[src/rtl/seg_display_scanner_pkg.sv]
// Shared constants and types for the 7-segment display scanner.
package seg_display_pkg;

  localparam logic [6:0] SEG_ZERO  = 7'b0111111;
  localparam logic [6:0] SEG_MINUS = 7'b1000000;
  localparam logic [6:0] SEG_OFF   = 7'b0000000;

  typedef enum logic {
    BLANK,
    SHOW
  } scan_state_t;

  typedef logic [1:0] digit_idx_t;

  // One-hot anode enable for a digit index; [3]=sign ... [0]=units.
  function automatic logic [3:0] digit_onehot(digit_idx_t idx);
    return 4'b0001 << idx;
  endfunction

endpackage

[src/rtl/seg_display_scanner_if.sv]
// Data bus between the decoder side and the display scanner.
interface seg_display_scanner_if #(
  parameter int unsigned SEGMENT_WIDTH = 7
);

  logic                     load;
  logic                     sign;
  logic [SEGMENT_WIDTH-1:0] segments_hundreds;
  logic [SEGMENT_WIDTH-1:0] segments_tens;
  logic [SEGMENT_WIDTH-1:0] segments_units;
  logic [SEGMENT_WIDTH-1:0] seg_out;
  logic [3:0]               digit_en;
  logic                     frame_done;

  modport master (
    output load,
    output sign,
    output segments_hundreds,
    output segments_tens,
    output segments_units,
    input  seg_out,
    input  digit_en,
    input  frame_done
  );

  modport slave (
    input  load,
    input  sign,
    input  segments_hundreds,
    input  segments_tens,
    input  segments_units,
    output seg_out,
    output digit_en,
    output frame_done
  );

endinterface

[src/rtl/seg_display_scanner_timer.sv]
// Slot timer: counts clk cycles inside each digit slot, steps the digit
// index 3->2->1->0->3 and flags the blanking window and the frame end.
module digit_slot_timer
  import seg_display_pkg::*;
#(
  parameter int unsigned CLK_DIV      = 50000,
  parameter int unsigned BLANK_CYCLES = 16,
  parameter int unsigned CNT_W        = (CLK_DIV > 1) ? $clog2(CLK_DIV) : 1
) (
  input  logic             clk,
  input  logic             rst_n,
  output logic [CNT_W-1:0] cnt,
  output digit_idx_t       idx,
  output logic             in_blank,
  output logic             frame_done
);

  localparam logic [CNT_W-1:0] CNT_LAST  = CNT_W'(CLK_DIV - 1);
  localparam logic [CNT_W-1:0] CNT_BLANK = CNT_W'(BLANK_CYCLES);
  localparam scan_state_t      RST_STATE = (BLANK_CYCLES > 0) ? BLANK : SHOW;

  scan_state_t      state;
  scan_state_t      state_next;
  logic [CNT_W-1:0] cnt_next;
  digit_idx_t       idx_next;
  logic             frame_done_next;

  // Next slot position; state and frame flag are decoded from the next
  // count so they line up with cnt/idx instead of lagging a cycle.
  always_comb begin
    cnt_next        = cnt + 1'b1;
    idx_next        = idx;
    if (cnt == CNT_LAST) begin
      cnt_next = '0;
      idx_next = idx - 1'b1;
    end
    state_next      = (cnt_next < CNT_BLANK) ? BLANK : SHOW;
    frame_done_next = (cnt_next == CNT_LAST) && (idx_next == 2'd0);
  end

  // Slot position and scan state registers.
  always_ff @(posedge clk or negedge rst_n) begin
    if (!rst_n) begin
      cnt        <= '0;
      idx        <= 2'd3;
      state      <= RST_STATE;
      frame_done <= 1'b0;
    end else begin
      cnt        <= cnt_next;
      idx        <= idx_next;
      state      <= state_next;
      frame_done <= frame_done_next;
    end
  end

  assign in_blank = (state == BLANK);

endmodule

[src/rtl/seg_display_scanner.sv]
// Four-digit 7-segment scanner (sign, hundreds, tens, units) on one shared
// segment bus, with per-slot blanking and frame-aligned double buffering.
// Optional feature macro: LEADING_ZERO_BLANK_EN blanks leading zero digits.
module seg_display_scanner
  import seg_display_pkg::*;
#(
  parameter int unsigned SEGMENT_WIDTH = 7,
  parameter int unsigned CLK_DIV       = 50000,
  parameter int unsigned BLANK_CYCLES  = 16,
  parameter bit          ACTIVE_LOW    = 1'b0
) (
  input  logic                  clk,
  input  logic                  rst_n,
  seg_display_scanner_if.slave  bus
);

  localparam int unsigned CNT_W = (CLK_DIV > 1) ? $clog2(CLK_DIV) : 1;

  localparam logic [SEGMENT_WIDTH-1:0] PAT_ZERO  = SEGMENT_WIDTH'(SEG_ZERO);
  localparam logic [SEGMENT_WIDTH-1:0] PAT_MINUS = SEGMENT_WIDTH'(SEG_MINUS);
  localparam logic [SEGMENT_WIDTH-1:0] PAT_OFF   = SEGMENT_WIDTH'(SEG_OFF);
  localparam logic [SEGMENT_WIDTH-1:0] SEG_POL   = ACTIVE_LOW ? '1 : '0;
  localparam logic [3:0]               EN_POL    = ACTIVE_LOW ? '1 : '0;

  logic [CNT_W-1:0] tmr_cnt;
  digit_idx_t       tmr_idx;
  logic             tmr_in_blank;
  logic             frame_boundary;

  digit_slot_timer #(
    .CLK_DIV      (CLK_DIV),
    .BLANK_CYCLES (BLANK_CYCLES),
    .CNT_W        (CNT_W)
  ) u_timer (
    .clk        (clk),
    .rst_n      (rst_n),
    .cnt        (tmr_cnt),
    .idx        (tmr_idx),
    .in_blank   (tmr_in_blank),
    .frame_done (frame_boundary)
  );

  // Slot count is exposed by the timer for debug; the mux only needs the
  // blank flag and index.
  logic unused_cnt;
  assign unused_cnt = ^tmr_cnt;

  logic                     pend_valid;
  logic                     pend_sign;
  logic [SEGMENT_WIDTH-1:0] pend_hundreds;
  logic [SEGMENT_WIDTH-1:0] pend_tens;
  logic [SEGMENT_WIDTH-1:0] pend_units;
  logic                     disp_sign;
  logic [SEGMENT_WIDTH-1:0] disp_hundreds;
  logic [SEGMENT_WIDTH-1:0] disp_tens;
  logic [SEGMENT_WIDTH-1:0] disp_units;

  // Double buffer: loads park in pending and are promoted only at the frame
  // boundary; a load landing exactly on the boundary goes straight to display.
  always_ff @(posedge clk or negedge rst_n) begin
    if (!rst_n) begin
      pend_valid    <= 1'b0;
      pend_sign     <= 1'b0;
      pend_hundreds <= '0;
      pend_tens     <= '0;
      pend_units    <= '0;
      disp_sign     <= 1'b0;
      disp_hundreds <= '0;
      disp_tens     <= '0;
      disp_units    <= '0;
    end else if (frame_boundary) begin
      if (bus.load) begin
        disp_sign     <= bus.sign;
        disp_hundreds <= bus.segments_hundreds;
        disp_tens     <= bus.segments_tens;
        disp_units    <= bus.segments_units;
      end else if (pend_valid) begin
        disp_sign     <= pend_sign;
        disp_hundreds <= pend_hundreds;
        disp_tens     <= pend_tens;
        disp_units    <= pend_units;
      end
      pend_valid <= 1'b0;
    end else if (bus.load) begin
      pend_sign     <= bus.sign;
      pend_hundreds <= bus.segments_hundreds;
      pend_tens     <= bus.segments_tens;
      pend_units    <= bus.segments_units;
      pend_valid    <= 1'b1;
    end
  end

  logic hundreds_blank;
  logic tens_blank;

`ifdef LEADING_ZERO_BLANK_EN
  assign hundreds_blank = (disp_hundreds == PAT_ZERO);
  assign tens_blank     = hundreds_blank && (disp_tens == PAT_ZERO);
`else
  assign hundreds_blank = 1'b0;
  assign tens_blank     = 1'b0;
`endif

  logic [SEGMENT_WIDTH-1:0] slot_pat;
  logic [3:0]               slot_en;

  // Pattern and anode select for the current slot; all off while blanking.
  always_comb begin
    slot_pat = PAT_OFF;
    slot_en  = 4'b0000;
    if (!tmr_in_blank) begin
      slot_en = digit_onehot(tmr_idx);
      case (tmr_idx)
        2'd3:    slot_pat = disp_sign ? PAT_MINUS : PAT_OFF;
        2'd2:    slot_pat = hundreds_blank ? PAT_OFF : disp_hundreds;
        2'd1:    slot_pat = tens_blank ? PAT_OFF : disp_tens;
        default: slot_pat = disp_units;
      endcase
    end
  end

  logic [SEGMENT_WIDTH-1:0] seg_q;
  logic [3:0]               en_q;

  // Output registers; polarity inversion is the only active-low stage.
  always_ff @(posedge clk or negedge rst_n) begin
    if (!rst_n) begin
      seg_q <= SEG_POL;
      en_q  <= EN_POL;
    end else begin
      seg_q <= slot_pat ^ SEG_POL;
      en_q  <= slot_en ^ EN_POL;
    end
  end

  assign bus.seg_out    = seg_q;
  assign bus.digit_en   = en_q;
  assign bus.frame_done = frame_boundary;

endmodule

[src/flat_wrapper.sv]
// flat-port wrapper written by rule: the top's interface ports become plain ports
module seg_display_scanner_flat import seg_display_pkg::*;
#(
  parameter int unsigned SEGMENT_WIDTH = 7,
  parameter int unsigned CLK_DIV       = 50000,
  parameter int unsigned BLANK_CYCLES  = 16,
  parameter bit          ACTIVE_LOW    = 1'b0
)
  (clk, rst_n, bus_load, bus_sign, bus_segments_hundreds, bus_segments_tens, bus_segments_units, bus_seg_out, bus_digit_en, bus_frame_done);
  seg_display_scanner_if #(.SEGMENT_WIDTH(SEGMENT_WIDTH)) bus_i ();
  input  logic clk;
  input  logic rst_n;
  input wire logic [$bits(bus_i.load)-1:0] bus_load;
  input wire logic [$bits(bus_i.sign)-1:0] bus_sign;
  input wire logic [$bits(bus_i.segments_hundreds)-1:0] bus_segments_hundreds;
  input wire logic [$bits(bus_i.segments_tens)-1:0] bus_segments_tens;
  input wire logic [$bits(bus_i.segments_units)-1:0] bus_segments_units;
  output wire logic [$bits(bus_i.seg_out)-1:0] bus_seg_out;
  output wire logic [$bits(bus_i.digit_en)-1:0] bus_digit_en;
  output wire logic [$bits(bus_i.frame_done)-1:0] bus_frame_done;
  assign bus_i.load = bus_load;
  assign bus_i.sign = bus_sign;
  assign bus_i.segments_hundreds = bus_segments_hundreds;
  assign bus_i.segments_tens = bus_segments_tens;
  assign bus_i.segments_units = bus_segments_units;
  assign bus_seg_out = bus_i.seg_out;
  assign bus_digit_en = bus_i.digit_en;
  assign bus_frame_done = bus_i.frame_done;
  seg_display_scanner #(.SEGMENT_WIDTH(SEGMENT_WIDTH), .CLK_DIV(CLK_DIV), .BLANK_CYCLES(BLANK_CYCLES), .ACTIVE_LOW(ACTIVE_LOW)) u_core (.clk(clk), .rst_n(rst_n), .bus(bus_i));
endmodule
[config.mk]
export PLATFORM = sky130hd
export DESIGN_NAME = seg_display_scanner_flat
export DESIGN_NICKNAME = d
export VERILOG_FILES = /design/src/rtl/seg_display_scanner_pkg.sv /design/src/rtl/seg_display_scanner_if.sv /design/src/rtl/seg_display_scanner_timer.sv /design/src/rtl/seg_display_scanner.sv /design/src/flat_wrapper.sv
export SDC_FILE = /design/constraint.sdc
export NUM_CORES = 1
export LEC_CHECK = 0
export BUFFER_PORTS_ARGS = -buffer_cell sky130_fd_sc_hd__buf_2
export CAP_MARGIN = 20
export CORE_MARGIN = 10
export CORE_UTILIZATION = 45
export DETAILED_ROUTE_END_ITERATION = 16
export GPL_ROUTABILITY_DRIVEN = 0
export SYNTH_ARGS = -nofsm -noshare
export SYNTH_HDL_FRONTEND = slang
export SYNTH_SLANG_ARGS = --single-unit
export TNS_END_PERCENT = 20
[constraint.sdc]
create_clock -name clk -period 7 [get_ports clk]
set_input_delay 1.05 -clock clk [delete_from_list [all_inputs] [get_ports clk]]
set_output_delay 1.05 -clock clk [all_outputs]
set_load 0.01 [all_outputs]
==> impl_metrics.ini <==
[sta]
fin_crit_ps = 2610
final.setup.tns_ps = 0
rsz0062_at_grt = no
worst_slew_pin_slew_ps = 931
max_freq_ghz = 0.384
fin_crit_sh_pct = 37.2
finalHoldViolCount = 0
fin_skew_ps = 9.05
fin_ws_ps = 4390
slew_headroom_pct = 37.9
setup_viol = 0
drv_slew = 0

[clocking]
cts.path.max_buffers = 2
clk-insertion-delay-late_ps = 340
cts_hold_buffers = 0
post-cts-setup-buffer-count = 0
htree_levels = 3
path_clk_slew_ps = 80
cts_sinks = 76
cts_inserted_buffers = 9
clockRootBuffer = clkbuf_8
tritoncts = yes
cts_repair_resize_count = 0

[hold_path]
holdPathStages = 2
hp-class = flop to flop
min_to = u_core.disp_tens[2]
hold_start = u_core.disp_tens[2]

[critical_path]
critPathLaunchType = flop
worst_ep_required_time_ps = 7210
worstPathArrival_ps = 2810
r2r-end = u_core.u_timer.state
crit_fanout = 11
max_stage_delay_ps = 520
path_class = flop to flop
crit-reg2reg-launch = u_core.u_timer.cnt[11]
crit_path_top_delay_cell = or4b_1
path_buf_inv = 0
cp_top_family = simple AND/OR/NAND/NOR gates
worst-r2r-setup-slack_ps = 4390
crit_chain = or2_1 -> or3_4 -> nor4_4 -> and2_2 -> o221ai_1 -> or4b_1
cp-end-kind = flop
reg2reg_depth = 6

[placement]
dpl.hpwl_um = 4620
place_area_um2 = 3730
io_buffers = 36
pre_cts_slack_ps = 3740

[outcome]
status = completed

[power]
p_switching_uw = 186
p_seq_share_pct = 55.4
clockPowerShare_pct = 38.7
ir_worst_vdd_mv = 0.115
power_density_nw_per_um2 = 210
power_frac_comb_pct = 5.9
p_leak_nw = 1.75
p_int_uw = 639
power_uw = 825
swShare_pct = 22.6

[logic_synthesis]
syn_inst = 315
synth_warnings = 0
ys_seq_area_share_pct = 54.1
synth_nets = 346
synthFlopType = dfrtp_1
async_flop_share_pct = 100
syn-cell-area_um2 = 3520
synth_common_cells = dfrtp_1 (74), nand2_1 (39), o21ai_0 (32)
synthMostInstantiatedCell = dfrtp_1
synth_top_area_share_pct = 52.6
syn_avg_cell_area_um2 = 11.2
synth.area.top_cells = dfrtp_1 (53%), mux2_2 (7.0%), mux2i_1 (6.8%), o21ai_0 (4.6%), nand2_1 (4.2%)
synth_area_leader_cell = dfrtp_1
ys_seq_elements = 76
ys_types = 43
synth_edf_count = 0

[floorplanning]
io_pins = 37
die_w_um = 108
die_h_um = 108
num_rows = 32
design.core.area_um2 = 7690
initial_core_util_pct = 45.8
fp.dieArea_um2 = 11800

[layout]
final_layout_size_suffix_gt1_share_pct = 23.5
num_antenna_cells = 0
fin_nets = 375
postLayoutCellArea_um2 = 3930
syn_to_final_growth_pct = 11.7

[detailed_routing]
drtPass1Iterations = 4
drc = 0
drtIter0Drc = 135
drt.antenna.violating_nets = 0
route.vias.total = 2309
routedWlPerCell_um = 15.1
totalWireLength_um = 6790
vias_per_cell = 5.12

[grt]
grt_overflow = 0
grt_pass1_wl_um = 11600
grt.total_usage_pct = 12.3
grt_pass1_vias = 2383
grt_antenna_before_repair = 0
grt_max_degree = 77

[job]
cap_violations = 0
## cells in the final DEF (no fill, tap or decap), types with 7 or more instances in the layout
cell type,count
and2_1,11
buf_2,35
clkbuf_8,9
dfrtp_1,74
mux2_2,22
mux2i_1,24
nand2_1,39
nand3_1,9
nor2_1,12
nor3_1,7
o21ai_0,32
xnor2_1,12
## flip-flops by register name, summed over array words and instances, names as in the netlist
register	count
u_core.u_timer.cnt	16
u_core.u_timer.state	1
u_core.u_timer.idx	2
u_core.bus.seg_out	7
u_core.disp_sign	1
u_core.pend_hundreds	7
u_core.disp_tens	7
u_core.disp_hundreds	7
u_core.disp_units	7
u_core.bus.digit_en	4
u_core.pend_tens	7
u_core.pend_units	7
u_core.pend_valid	1
u_core.pend_sign	1
u_core.u_timer.frame_done	1
## how the worst max path moves through the flow
stage                                    to              startpoint  depth (start not counted)
floorplan           u_core.pend_hundreds[0]                bus_load                          4
global placement       u_core.pend_units[0]                bus_load                          3
detailed placement     u_core.pend_units[0]                bus_load                          3
CTS                    u_core.pend_units[0]                bus_load                          3
global route           u_core.u_timer.state  u_core.u_timer.cnt[11]                          6
finish                 u_core.u_timer.state  u_core.u_timer.cnt[11]                          6
## cell families after synthesis
kind of cell | Yosys count | share of synthesized area [%]
AND/OR/NAND/NOR | 97 | 14.0
buffers and inverters | 23 | 3.52
XOR/XNOR | 15 | 3.73
adder cells (fa/ha/maj) | 6 | 2.13
multiplexers | 46 | 13.9
flip-flops | 76 | 54.1
AO/OA/AOI/OAI | 52 | 8.67
## layout make-up
type	instances	area (um^2)
Fill cell	741	3760
Sequential cell	76	1900
Multi-Input combinational cell	216	1500
Timing Repair Buffer	38	205
Clock buffer	11	131
Tap cell	102	128
Clock inverter	5	52.6
Inverter	3	11.3
## worst min-delay path, delay by kind of cell (launching register included)
| kind | cells | cell delay, ps |
|---|---|---|
| AO/OA/AOI/OAI | 1 | 60 |
| flip-flops | 1 | 350 |
| AND/OR/NAND/NOR | 1 | 50 |
## power by group through the flow
stage	clock network (mW)	registers, mW	logic, mW
3_5_place_dp	0	0.466	0.0489
2_1_floorplan	0	0.465	0.0272
6_report	0.319	0.457	0.0484
4_1_cts	0.326	0.457	0.0491
3_3_place_gp	0	0.466	0.0477
5_1_grt	0.351	0.459	0.0548
## per-layer routing
layer  track usage (%)  routed length (um)  up-vias
met5                 0                   0        -
met4              4.80                  75        0
met3              3.09                 402        8
met2              17.4                2930       53
met1              17.7                3390     1097
li1                  -                   -     1151
## per-stage QoR
step | hold slack [ps] | utilization [%] | instances
floorplan | 449 | - | 315
global placement | 462 | 48.5 | 434
detailed placement | 470 | 48.5 | 434
CTS | 490 | 50.9 | 450
global route | 523 | 51.1 | 451
finish | 487 | 51.1 | 451
Power figures use the tool's default switching activity.
